$ cat src/rtl/opr_seq_decoder.sv
// Instruction sequencer: decodes an accepted opcode into registered unit selects,
// then times execution by a fixed delay or by a variable-latency unit handshake.
module opr_seq_decoder #(
  parameter int OPR_W      = 5,
  parameter int DST_W      = 8,
  parameter int DLY_W      = 8,
  parameter int ALU_TYP_W  = 4,
  parameter int PRNG_TYP_W = 2,
  parameter int SPRF_N     = 2,
  parameter int SPRF_BASE  = 32,
  parameter int TMO_W      = 12
) (
  input  logic                    clk,
  input  logic                    rst,
  input  logic                    instr_valid,
  output logic                    instr_ready,
  input  logic [OPR_W-1:0]        opr_code,
  input  logic [DST_W-1:0]        dst_code,
  input  logic [2:0]              src_typ,
  input  logic [2:0]              dst_typ,
  input  logic                    unit_done,
  output logic [OPR_W-1:0]        opr_typ_sel,
  output logic                    opr_div_mod_sel,
  output logic                    alu_o_sel,
  output logic                    alu_t_sel,
  output logic [ALU_TYP_W-1:0]    alu_typ_sel,
  output logic                    prng_t_sel,
  output logic [PRNG_TYP_W-1:0]   prng_typ_sel,
  output logic [2*SPRF_N-1:0]     sprf_typ_sel,
  output logic                    exec_busy,
  output logic                    exec_done,
  output logic                    illegal,
  output logic                    timeout
);

  localparam logic [OPR_W-1:0] OP_MOV    = OPR_W'(1);
  localparam logic [OPR_W-1:0] OP_ADD    = OPR_W'(2);
  localparam logic [OPR_W-1:0] OP_SUB    = OPR_W'(3);
  localparam logic [OPR_W-1:0] OP_MUL    = OPR_W'(4);
  localparam logic [OPR_W-1:0] OP_DIV    = OPR_W'(5);
  localparam logic [OPR_W-1:0] OP_PRNG   = OPR_W'(6);
  localparam logic [OPR_W-1:0] OP_IDX    = OPR_W'(7);
  localparam logic [OPR_W-1:0] OP_INV    = OPR_W'(8);
  localparam logic [OPR_W-1:0] OP_SPLIT  = OPR_W'(9);
  localparam logic [OPR_W-1:0] OP_DEG    = OPR_W'(10);
  localparam logic [OPR_W-1:0] OP_RSHIFT = OPR_W'(11);
  localparam logic [OPR_W-1:0] OP_EVAL   = OPR_W'(12);
  localparam logic [OPR_W-1:0] OP_JMP    = OPR_W'(16);
  localparam logic [OPR_W-1:0] OP_JRE    = OPR_W'(17);

  typedef enum logic [1:0] {S_IDLE, S_EXEC, S_WAIT, S_DONE} state_t;

  state_t                  state_q, state_d;
  logic [DLY_W-1:0]        dly_q, dly_d;
  logic [TMO_W-1:0]        tmo_q, tmo_d;
  logic                    tmo_expire;

  logic [OPR_W-1:0]        opr_typ_q;
  logic                    div_mod_q, alu_o_q, alu_t_q, prng_t_q;
  logic [ALU_TYP_W-1:0]    alu_typ_q;
  logic [PRNG_TYP_W-1:0]   prng_typ_q;
  logic [2*SPRF_N-1:0]     sprf_q;
  logic                    illegal_q, timeout_q;

  logic                    dec_legal, dec_var, dec_alu_en, dec_prng_t, dec_div_mod;
  logic [DLY_W-1:0]        dec_dly;
  logic [ALU_TYP_W-1:0]    dec_alu_typ;
  logic [PRNG_TYP_W-1:0]   dec_prng_typ;
  logic [1:0]              dec_sprf_code;
  logic [2*SPRF_N-1:0]     dec_sprf;
  logic                    accept, start;
  logic                    unused_dst_hi;

  assign unused_dst_hi = ^dst_code[DST_W-1:5];

  always_comb begin
    dec_legal     = 1'b0;
    dec_var       = 1'b0;
    dec_dly       = '0;
    dec_alu_en    = 1'b0;
    dec_alu_typ   = '0;
    dec_prng_t    = 1'b0;
    dec_prng_typ  = '0;
    dec_div_mod   = 1'b0;
    dec_sprf_code = 2'd0;
    unique case (opr_code)
      OP_MOV: begin
        unique case ({src_typ, dst_typ})
          6'b101_000, 6'b101_100: begin dec_legal = 1'b1; dec_dly = DLY_W'(6); end
          6'b010_000, 6'b000_100: begin dec_legal = 1'b1; dec_dly = DLY_W'(1); end
          6'b000_000: begin dec_legal = 1'b1; dec_dly = DLY_W'(1); dec_sprf_code = 2'd1; end
          6'b000_101: begin dec_legal = 1'b1; dec_dly = DLY_W'(2); end
          default: ;
        endcase
      end
      OP_ADD:    begin dec_legal = 1'b1; dec_alu_en = 1'b1; dec_alu_typ = ALU_TYP_W'(1); dec_dly = DLY_W'(4); end
      OP_SUB:    begin dec_legal = 1'b1; dec_alu_en = 1'b1; dec_alu_typ = ALU_TYP_W'(2); dec_dly = DLY_W'(4); end
      OP_MUL:    begin dec_legal = 1'b1; dec_alu_en = 1'b1; dec_alu_typ = ALU_TYP_W'(3); dec_var = 1'b1; end
      OP_DIV: begin
        dec_legal = 1'b1; dec_alu_en = 1'b1; dec_alu_typ = ALU_TYP_W'(5); dec_var = 1'b1;
        dec_div_mod = (src_typ == 3'b100);
      end
      OP_INV:    begin dec_legal = 1'b1; dec_alu_en = 1'b1; dec_alu_typ = ALU_TYP_W'(6); dec_dly = DLY_W'(21); end
      OP_SPLIT:  begin dec_legal = 1'b1; dec_alu_en = 1'b1; dec_alu_typ = ALU_TYP_W'(2); dec_var = 1'b1; end
      OP_DEG:    begin dec_legal = 1'b1; dec_alu_en = 1'b1; dec_alu_typ = ALU_TYP_W'(7); dec_var = 1'b1; end
      OP_RSHIFT: begin dec_legal = 1'b1; dec_alu_en = 1'b1; dec_alu_typ = ALU_TYP_W'(8); dec_var = 1'b1; end
      OP_EVAL: begin
        dec_legal = 1'b1; dec_alu_en = 1'b1; dec_alu_typ = ALU_TYP_W'(9); dec_dly = DLY_W'(23);
        dec_div_mod = (src_typ == 3'b100);
      end
      OP_JRE:    begin dec_legal = 1'b1; dec_alu_en = 1'b1; dec_alu_typ = ALU_TYP_W'(4); dec_dly = DLY_W'(7); end
      OP_JMP:    begin dec_legal = 1'b1; dec_dly = DLY_W'(3); end
      OP_PRNG: begin
        if ({src_typ, dst_typ} == 6'b010_000) begin
          dec_legal = 1'b1; dec_prng_t = 1'b1; dec_prng_typ = PRNG_TYP_W'(2); dec_dly = DLY_W'(3);
        end else if ({src_typ, dst_typ} == 6'b000_000) begin
          dec_legal = 1'b1; dec_prng_typ = PRNG_TYP_W'(1); dec_dly = DLY_W'(4);
        end
      end
      OP_IDX: begin
        if (dst_typ == 3'b000) begin
          dec_legal = 1'b1; dec_dly = DLY_W'(2); dec_sprf_code = 2'd2;
        end else if (dst_typ == 3'b001) begin
          dec_legal = 1'b1; dec_dly = DLY_W'(2); dec_sprf_code = 2'd3;
        end
      end
      default: ;
    endcase
  end

  // Only the slot whose address matches the low destination bits takes the code.
  generate
    for (genvar gi = 0; gi < SPRF_N; gi++) begin : g_sprf
      localparam logic [4:0] SPRF_ADDR = 5'(SPRF_BASE + gi);
      assign dec_sprf[2*gi +: 2] = (dst_code[4:0] == SPRF_ADDR) ? dec_sprf_code : 2'd0;
    end
  endgenerate

  assign instr_ready = (state_q == S_IDLE) || (state_q == S_DONE);
  assign accept      = instr_valid & instr_ready;
  assign start       = accept & dec_legal;

  always_comb begin
    state_d    = state_q;
    dly_d      = dly_q;
    tmo_d      = tmo_q;
    tmo_expire = 1'b0;
    unique case (state_q)
      S_IDLE, S_DONE: begin
        state_d = S_IDLE;
        if (start) begin
          if (dec_var) begin
            state_d = S_WAIT;
            tmo_d   = TMO_W'(1);
          end else begin
            state_d = S_EXEC;
            dly_d   = dec_dly;
          end
        end
      end
      S_EXEC: begin
        dly_d = dly_q - DLY_W'(1);
        if (dly_q <= DLY_W'(1)) state_d = S_DONE;
      end
      S_WAIT: begin
        // A completion arriving on the last timeout cycle wins over the timeout.
        if (unit_done) begin
          state_d = S_DONE;
          tmo_d   = '0;
        end else if (&tmo_q) begin
          state_d    = S_DONE;
          tmo_d      = '0;
          tmo_expire = 1'b1;
        end else begin
          tmo_d = tmo_q + TMO_W'(1);
        end
      end
      default: state_d = S_IDLE;
    endcase
  end

  always_ff @(posedge clk) begin
    if (rst) begin
      state_q    <= S_IDLE;
      dly_q      <= '0;
      tmo_q      <= '0;
      opr_typ_q  <= '0;
      div_mod_q  <= 1'b0;
      alu_o_q    <= 1'b0;
      alu_t_q    <= 1'b0;
      alu_typ_q  <= '0;
      prng_t_q   <= 1'b0;
      prng_typ_q <= '0;
      sprf_q     <= '0;
      illegal_q  <= 1'b0;
      timeout_q  <= 1'b0;
    end else begin
      state_q   <= state_d;
      dly_q     <= dly_d;
      tmo_q     <= tmo_d;
      illegal_q <= accept & ~dec_legal;
      timeout_q <= tmo_expire;
      if (start) begin
        opr_typ_q  <= opr_code;
        div_mod_q  <= dec_div_mod;
        alu_o_q    <= dec_alu_en;
        alu_t_q    <= dec_alu_en;
        alu_typ_q  <= dec_alu_typ;
        prng_t_q   <= dec_prng_t;
        prng_typ_q <= dec_prng_typ;
        sprf_q     <= dec_sprf;
      end else if (state_d == S_IDLE && state_q != S_IDLE) begin
        // Type codes stay visible in IDLE; enables drop.
        div_mod_q <= 1'b0;
        alu_o_q   <= 1'b0;
        alu_t_q   <= 1'b0;
        prng_t_q  <= 1'b0;
        sprf_q    <= '0;
      end
    end
  end

  assign opr_typ_sel     = opr_typ_q;
  assign opr_div_mod_sel = div_mod_q;
  assign alu_o_sel       = alu_o_q;
  assign alu_t_sel       = alu_t_q;
  assign alu_typ_sel     = alu_typ_q;
  assign prng_t_sel      = prng_t_q;
  assign prng_typ_sel    = prng_typ_q;
  assign sprf_typ_sel    = sprf_q;
  assign exec_busy       = (state_q == S_EXEC) || (state_q == S_WAIT);
  assign exec_done       = (state_q == S_DONE);
  assign illegal         = illegal_q;
  assign timeout         = timeout_q;

endmodule

$ cat config.mk
export PLATFORM = sky130hd
export DESIGN_NAME = opr_seq_decoder
export DESIGN_NICKNAME = d
export VERILOG_FILES = /design/src/rtl/opr_seq_decoder.sv
export SDC_FILE = /design/constraint.sdc
export NUM_CORES = 1
export LEC_CHECK = 0
export CAP_MARGIN = 20
export CORE_MARGIN = 8
export CORE_UTILIZATION = 50
export DETAILED_ROUTE_END_ITERATION = 10
export PLACE_DENSITY = 0.77
export SLEW_MARGIN = 10
export SYNTH_ARGS = -nofsm -noshare
export SYNTH_HDL_FRONTEND = slang
export SYNTH_SLANG_ARGS = --single-unit
$ cat constraint.sdc
create_clock -name clk -period 3.4 [get_ports clk]
set_clock_uncertainty 0.1 [all_clocks]
set_input_delay 0.34 -clock clk [delete_from_list [all_inputs] [get_ports clk]]
set_output_delay 0.34 -clock clk [all_outputs]
set_load 0.01 [all_outputs]
==> results of run 1 <==
where the power goes:
group	internal (mW)	switching [mW]	total, mW	leakage (nW)
registers	0.506	0.00961	0.515	0.340
clock network	0.142	0.165	0.306	0.0383
logic	0.0932	0.110	0.203	0.718
total	0.740	0.285	1.03	1.10
synthesized netlist by cell type (2+ instances only):
library cell	n
or3_1	6
nand3b_1	3
a32o_1	2
o21ai_0	20
nor4_1	7
o22a_1	2
dfxtp_1	42
o311ai_0	2
a22o_1	3
nor2_1	31
and3_1	4
a41oi_1	3
a31oi_1	3
o31ai_1	4
o21a_1	2
a21oi_1	19
nor3_1	7
a221oi_1	2
nor2b_1	5
or3b_2	3
ha_1	7
nand4_1	2
o31a_1	2
nand3_1	15
inv_1	11
mux2i_1	7
a211oi_1	3
a21o_1	7
nand2_1	21
o41ai_1	2
o32ai_1	2
buf_2	4
clkbuf_1	11
nand2b_1	11
xor2_1	2
or4b_1	2
how the worst min path moves through the flow:
stage,endpoint,depth (start not counted)
final,prng_typ_sel[1]$_SDFFE_PP0P_,2
after global routing,prng_typ_sel[1]$_SDFFE_PP0P_,2
after CTS,prng_typ_sel[1]$_SDFFE_PP0P_,2
after detailed placement,prng_t_sel$_SDFFE_PP0P_,1
after global placement,prng_t_sel$_SDFFE_PP0P_,1
after floorplan,tmo_q[8]$_SDFFE_PP0P_,1
area by class of cell:
cell class	instances	area share
Timing Repair Buffer	54	0.1707
Tap cell	54	0.02248
Clock buffer	7	0.02540
Multi-Input combinational cell	229	0.4879
Inverter	11	0.01374
Sequential cell	42	0.2798
flip-flops by register name, indices dropped and copies added (netlist names):
name and flops:
tmo_q 12, state_q 2, opr_div_mod_sel 1, alu_typ_sel 4, sprf_typ_sel 4, dly_q 8
opr_typ_sel 5, timeout 1, alu_t_sel 1, prng_t_sel 1, prng_typ_sel 2, illegal 1
kinds of logic (layout without fill, tap and decap cells):
kind of cell | count (synthesis) | count (layout) | share of synthesized area
and+or+nand+nor | 124 | 124 | 0.2777
buffers and inverters | 28 | 72 | 0.04998
AOI/OAI and AO/OA | 88 | 88 | 0.2504
adders and majority gates | 7 | 7 | 0.03606
xor gates and xnor gates | 3 | 3 | 0.01082
muxes | 7 | 7 | 0.02885
DFF | 42 | 42 | 0.3462
placed cells by master, fill, tap and decap left out, drive strengths merged, types with 11 or more instances in the layout:
master,instances
clkdlybuf4s50,43
dfxtp,42
nor2,31
nand2,21
o21ai,21
a21oi,19
nand3,15
inv,11
nand2b,11
buf,11
worst register-to-register path: cells and delay by family (launching register included):
family / cells / cell delay [ns]
compound gates: 2 / 0.48
flops: 1 / 0.39
fa+ha+maj: 1 / 0.22
simple gates: 4 / 1.12
metal layers:
metal  vias up  share of wire  global-route usage
li1       1192              -                   -
met1      1105           0.48              0.2015
met5         -              0                   0
met4         0          0.013             0.05414
met3         8          0.033             0.03343
met2        44           0.47              0.2828
==> metrics.cfg, run 1 <==
[status]
status = finished clean

[detailed_routing]
drt_wl_total_um = 6038
drtAntennaViolNets = 0
drt_first_pass_iters = 4
wl_per_cell_um = 15.21
route.vias.total = 2349
drc = 0
via_per_inst = 5.917
initialDrtViolationCount = 129

[timing]
finalCritPeriodShare = 0.8027
max_freq_mhz = 366.4
setup_viol = 0
max_slew_margin = 0.4265
holdWs_ns = 0.3530
tightestPinTransition_ns = 0.8524
finalMaxSlewViolations = 0
finalWorstSetupSlack_ns = 0.6707
rsz0062_at_grt = false
setup-tns-final_ns = 0
hold_viol_final = 0
fin_crit_ns = 2.729

[placement]
gp_congestion = 0.9061
portBuffers = 43
hpwl_um = 4490
post-place-ws_ns = 0.4084
dp.cells = 390
placed_area_um2 = 2929

[logic_synthesis]
synth_top_cell_area_share = 0.3462
synth_cell_types = 56
yosysTopAreaCell = dfxtp_1
ys_ff_latch = 42
syn-instance-count = 299
synth.area.top_cells = dfxtp_1, nor2_1, o21ai_0
syn_area_per_cell_um2 = 8.122
syn_nets = 329
async_flop_share = 0
synth_edf_count = 0
yosysSeqAreaShare = 0.3462
netlist_area_um2 = 2429
ys.flop_type = dfxtp_1
synth_warnings = 0

[cts]
cts_root_buf = clkbuf_8
clk_pin_slew_ns = 0.08
cts_resized = 0
clkSinkCount = 42
cts_made_buffers = 5
cts_buffer_depth = 2
clk_latency_ns = 0.29
post-cts-setup-buffers = 0
ctsHoldBuffers = 0
htree_levels = 2
cts_tree = built

[layout]
nFillCells = 436
multi_input_area_um2 = 1466
stdcell_area_um2 = 3005
final_cells = 397
nets = 373
layout-drive-gt1-share = 0.08163
post-route-util = 0.6405
antenna_cells = 0
area_growth_pct = 23.75
register_area_um2 = 840.8

[setup_path]
startpoint_type = input pin
r2r-end = tmo_q[7]$_SDFFE_PP0P_
end_kind = flop
crit_fanout = 13
cp-endpoint = sprf_typ_sel[3]$_SDFFE_PP0P_
cp_top_family = compound AO/OA/AOI/OAI gates
critPathKind = input pin to flop
crit_required_ns = 3.53
worst_path_max_delay_cell = clkdlybuf4s50_1
arrival_ns = 2.86
cp_slowest_stage_delay_ns = 0.61
reg2reg_depth = 7
reg2reg_from = tmo_q[0]$_SDFFE_PP0P_
rrSetupSlack_ns = 1.00
critPathLaunch = opr_code[1]
path_depth = 8
path_cells = clkdlybuf4s50_1, buf_4, nor3_1, a32o_1, a41oi_1, a21o_1, and3_1, a22o_1
path_buf_inv = 2

[min_path]
hp-start = prng_typ_sel[1]$_SDFFE_PP0P_
min_path_type = flop to flop

[floorplanning]
initial_core_util = 0.5176
fp.dieW_um = 85.70
dieArea_um2 = 7344
coreArea_um2 = 4692
row_count = 25
io_pins = 47
fp.dieH_um = 85.70

[global_routing]
antenna_found_initial = 0
grt_pass1_vias = 2256
grt.total_usage = 0.1655
overflow = 0
grt_max_degree = 25
grt_pass1_wl_um = 10230

[power_and_ir_drop]
vdd_drop_max_uv = 194.9
finalPower_mw = 1.025
powerDensity_nw_per_um2 = 341.1
p_leak_nw = 1.096

[run]
cap_viol_max_count = 0

No activity file was read; power rests on OpenSTA's default activity.
==> run 2: changes to the inputs <==
- CORE_UTILIZATION: 50 -> 47
- PLACE_DENSITY: 0.77 -> 0.76
- clock period: 3.4 -> 2.4 ns (I/O delays scaled with it)
==> run 2 against run 1 <==
Total power is 61% higher. Combinational power is 67% higher. Register-to-register slack worse by 0.89 ns. Critical path depth stayed put. Hold slack better by 0.0050 ns. Largest power group unchanged.
==> metrics.cfg, run 2 (synthesized netlist as in run 1, its figures left out) <==
[floorplanning]
io_pins = 47
row_count = 26
fp.dieH_um = 87.89
fp.dieW_um = 87.89
dieArea_um2 = 7724
initial_core_util = 0.4816
coreArea_um2 = 5042

[setup_path]
arrival_ns = 2.47
reg2reg_depth = 7
path_cells = clkdlybuf4s50_1, or4b_4, a211oi_4, nor2_2, a21o_1, buf_4, or3_1, a21oi_1
end_kind = flop
cp_slowest_stage_delay_ns = 0.56
startpoint_type = input pin
critPathKind = input pin to flop
worst_path_max_delay_cell = or4b_4
crit_required_ns = 2.53
crit_fanout = 5

[placement]
gp_congestion = 0.8690
portBuffers = 43
dp.cells = 440
hpwl_um = 4924

[layout]
antenna_cells = 0
final_cell_mix = buf_4, dfxtp_1, clkdlybuf4s50_1, nor2_1, nand2_1
largest_register_ffs = 12
top_register = tmo_q
post-route-util = 0.6737
layout-drive-gt1-share = 0.2011
area_growth_pct = 39.88
final_cells = 448
mostFrequentLayoutCell = buf_4
nets = 408

[cts]
cts_root_buf = clkbuf_8
cts_tree = built
ctsHoldBuffers = 0
clkSinkCount = 42
htree_levels = 2
clk_pin_slew_ns = 0.08
cts_made_buffers = 5
clk_latency_ns = 0.30
cts_buffer_depth = 2

[power_and_ir_drop]
vdd_drop_max_uv = 256.5
p_leak_nw = 1.313
finalPower_mw = 1.647
powerDensity_nw_per_um2 = 484.9

[detailed_routing]
m1WireLength_um = 2791
met2_length_um = 3332
drt_wl_total_um = 6600
route.vias.total = 2560
drtAntennaViolNets = 0
drt_first_pass_iters = 4
initialDrtViolationCount = 113
route.met3.wl_um = 376
highest_layer = met4
via_per_inst = 5.714
wl_per_cell_um = 14.73
drc = 0

[global_routing]
grt_pass1_wl_um = 11070
grt_max_degree = 25
antenna_found_initial = 0
grt.total_usage = 0.1767
overflow = 0
grt_pass1_vias = 2440

[timing]
max_slew_margin = 0.6733
tightestPinTransition_ns = 0.4878
setup_viol = 0
fin_crit_ns = 2.342
finalMaxSlewViolations = 0
finalCritPeriodShare = 0.9758
max_freq_mhz = 427.0
hold_viol_final = 0

[min_path]
min_path_type = flop to flop
worstHoldPathCells = 1

[run]
cap_viol_max_count = 0

[status]
status = finished clean

run 2: cell count changes in the layout (fill, tap and decap cells not counted), moves of 2 or more:
cell,change
a21oi_1,-2
a21oi_2,+2
buf_4,+34
clkbuf_1,-2
clkdlybuf4s50_1,-2
dlymetal6s2s_1,+2
run 2: what timing repair did:
action	4_1_cts	5_1_grt
resized for setup	3	13
setup endpoints to repair	2	24
pin swaps	0	5
buffers inserted	0	1
run 2: metrics by stage:
step                hold WS [ns]  instance area [um^2]  worst slack, ns  setup TNS [ns]
CTS                       0.3603                  3341         0.009925               0
floorplan                 0.2657                  2429           0.1179               0
finish                    0.3580                  3397          0.05804               0
global placement          0.3381                  3204          -0.2354          -5.281
global route              0.3739                  3397        -0.005544       -0.005807
detailed placement        0.3441                  3204          -0.2846          -7.103
run 2: metal layers:
metal,vias up,global-route usage
met3,13,0.05159
met2,69,0.3092
met1,1220,0.2015
met4,0,0.05156
met5,-,0
li1,1258,-
run 2: final timing paths:
check	start	to	slack [ns]
hold / removal	prng_t_sel$_SDFFE_PP0P_	prng_t_sel$_SDFFE_PP0P_	0.36
setup reg to reg	state_q[0]$_SDFF_PP0_	dly_q[7]$_SDFFE_PP0P_	0.11
hold reg to reg	prng_t_sel$_SDFFE_PP0P_	prng_t_sel$_SDFFE_PP0P_	0.36
setup / recovery	opr_code[2]	alu_typ_sel[1]$_SDFFE_PP0P_	0.06
run 2: where the power goes:
part,internal (mW),total [mW],leakage (nW),switching (mW)
sequential,0.716,0.731,0.340,0.0147
combinational,0.169,0.340,0.915,0.171
clock,0.333,0.576,0.0573,0.243
total,1.22,1.65,1.31,0.429
run 2: layout make-up:
| cell class | count | area (um^2) |
|---|---|---|
| Multi-Input combinational cell | 229 | 1530 |
| Tap cell | 70 | 87.58 |
| Clock inverter | 1 | 30.03 |
| Fill cell | 426 | 1645 |
| Clock buffer | 6 | 82.58 |
| Sequential cell | 42 | 840.8 |
| Timing Repair Buffer | 89 | 784.5 |
| Inverter | 11 | 41.29 |
run 2: worst max-delay path: cells and delay by family:
kind            cells  cell delay, ns
compound gates      3            0.63
buf+inv             2            0.61
simple gates        3            1.00
==> run 3: changes to the inputs <==
- CTS_BUF_LIST: not set -> sky130_fd_sc_hd__clkbuf_16
==> run 3 against run 2 <==
Cell count did not move. Highest routed layer unchanged. Total power grew 10%. Setup slack worse by 0.025 ns. Via count stayed put. Clock-buffer cell count shrank 1. Critical endpoint is now dly_q[7]$_SDFFE_PP0P_. Non-clock buffer count unchanged. Sequential share of layout area is 0.38 points lower. Register-to-register slack about the same. Sequential power hardly changed. Global-route usage about the same. Sequential cell count stayed put.
==> metrics.cfg, run 3 (synthesized netlist as in run 1, its figures left out) <==
[detailed_routing]
initialDrtViolationCount = 148
via_per_inst = 5.714
wl_per_cell_um = 14.82
drtAntennaViolNets = 0
drt_wl_total_um = 6638
drc = 0
route.vias.total = 2560
drt_first_pass_iters = 4

[min_path]
min_path_type = input pin to flop
whs_endpoint = opr_typ_sel[1]$_SDFFE_PP0P_
hp-start = opr_code[1]
worstHoldPathCells = 4

[layout]
post-route-util = 0.6841
nets = 408
mostFrequentLayoutCell = buf_4
final_cell_mix = buf_4, dfxtp_1, clkdlybuf4s50_1, nor2_1, nand2_1
layout-drive-gt1-share = 0.1984
top_register = tmo_q
area_growth_pct = 42.04
antenna_cells = 0
nFillCells = 415
largest_register_ffs = 12

[global_routing]
grt_pass1_wl_um = 11120
antenna_found_initial = 0
overflow = 0
grt_pass1_vias = 2480
grt.total_usage = 0.1768
grt_max_degree = 25

[setup_path]
reg2reg_from = state_q[0]$_SDFF_PP0_
crit_fanout = 6
critPathKind = input pin to flop
r2r-end = dly_q[7]$_SDFFE_PP0P_
arrival_ns = 2.48
rrSetupSlack_ns = 0.11
startpoint_type = input pin
crit_required_ns = 2.51
worst_path_max_delay_cell = or4b_4
cp_slowest_stage_delay_ns = 0.53
end_kind = flop
reg2reg_depth = 7
path_cells = clkdlybuf4s50_1, or4b_4, a211oi_4, o21ai_1, o211a_4, or4_1, a21oi_1

[floorplanning]
dieArea_um2 = 7724
fp.dieW_um = 87.89
fp.dieH_um = 87.89
initial_core_util = 0.4816
coreArea_um2 = 5042
io_pins = 47
row_count = 26

[cts]
clk_latency_ns = 0.28
cts_buffer_depth = 2
clkSinkCount = 42
cts_root_buf = clkbuf_16
cts_tree = built
htree_levels = 2
ctsHoldBuffers = 0
clk_pin_slew_ns = 0.06
cts_made_buffers = 5

[run]
cap_viol_max_count = 0

[timing]
max_freq_mhz = 422.4
setup-tns-final_ns = 0
setup_viol = 0
holdWs_ns = 0.3504
fin_crit_ns = 2.367
rsz0062_at_grt = true
tightestPinTransition_ns = 0.4794
hold_viol_final = 0
max_slew_margin = 0.6789
finalCritPeriodShare = 0.9863
finalMaxSlewViolations = 0

[placement]
portBuffers = 43
gp_congestion = 0.8690
hpwl_um = 4924

[power_and_ir_drop]
powerDensity_nw_per_um2 = 526.2
finalPower_mw = 1.815
p_leak_nw = 1.343
vdd_drop_max_uv = 321.7

[status]
status = finished clean

[run 3: cell count changes in the layout (fill, tap and decap cells not counted), sizes merged]
| cell | change |
|---|---|
| clkbuf | -1 |
| dlygate4sd2 | +1 |
| dlymetal6s2s | +1 |
| clkinv | +1 |
| clkdlybuf4s50 | -2 |
[run 3: cell type report]
cell class                      instances  area [um^2]  share of cell area
Multi-Input combinational cell        229         1535              0.4450
Sequential cell                        42        840.8              0.2437
Timing Repair Buffer                   89        785.8              0.2278
Clock buffer                            5        125.1             0.03627
Tap cell                               70        87.58             0.02539
Inverter                               11        41.29             0.01197
Clock inverter                          2        33.78            0.009793
[run 3: per-stage QoR]
step | cells | cell area (um^2) | setup slack (ns)
CTS | 447 | 3363 | 0.01304
global route | 448 | 3450 | -0.01390
detailed placement | 440 | 3204 | -0.2846
global placement | 440 | 3204 | -0.2354
floorplan | 299 | 2429 | 0.1179
finish | 448 | 3450 | 0.03283
[run 3: worst max-delay path by stage]
stage	start	endpoint	slack, ns
floorplan	state_q[0]$_SDFF_PP0_	tmo_q[11]$_SDFFE_PP0P_	0.12
global placement	opr_code[4]	alu_typ_sel[3]$_SDFFE_PP0P_	-0.24
detailed placement	opr_code[4]	alu_t_sel$_SDFFE_PP0P_	-0.28
CTS	opr_code[1]	dly_q[7]$_SDFFE_PP0P_	0.01
global route	dst_typ[1]	dly_q[7]$_SDFFE_PP0P_	-0.01
finish	opr_code[2]	dly_q[7]$_SDFFE_PP0P_	0.03
[run 3: repair_timing]
action                     in CTS  in global routing
setup endpoints to repair       4                 19
resized for setup               2                 17
buffers inserted                0                  1
pin swaps                       0                  6
[run 3: critical path, delay by kind of cell]
kind                   cells  cell delay, ns
AO/OA/AOI/OAI              4            0.75
AND/OR/NAND/NOR            2            1.03
buffers and inverters      1            0.46
[run 3: report_power, final]
group	total [mW]	leakage, nW	internal (mW)	switching [mW]
clock network	0.743	0.0773	0.481	0.262
registers	0.732	0.340	0.717	0.0148
logic	0.340	0.926	0.168	0.172
total	1.82	1.34	1.37	0.449
[run 3: metal layers]
layer / routed length [um] / global-route usage / vias up
met3: 409 / 0.04221 / 10
met5: 0 / 0 / -
met4: 97 / 0.06875 / 0
met2: 3357 / 0.3051 / 72
met1: 2774 / 0.2046 / 1221
li1: - / - / 1257
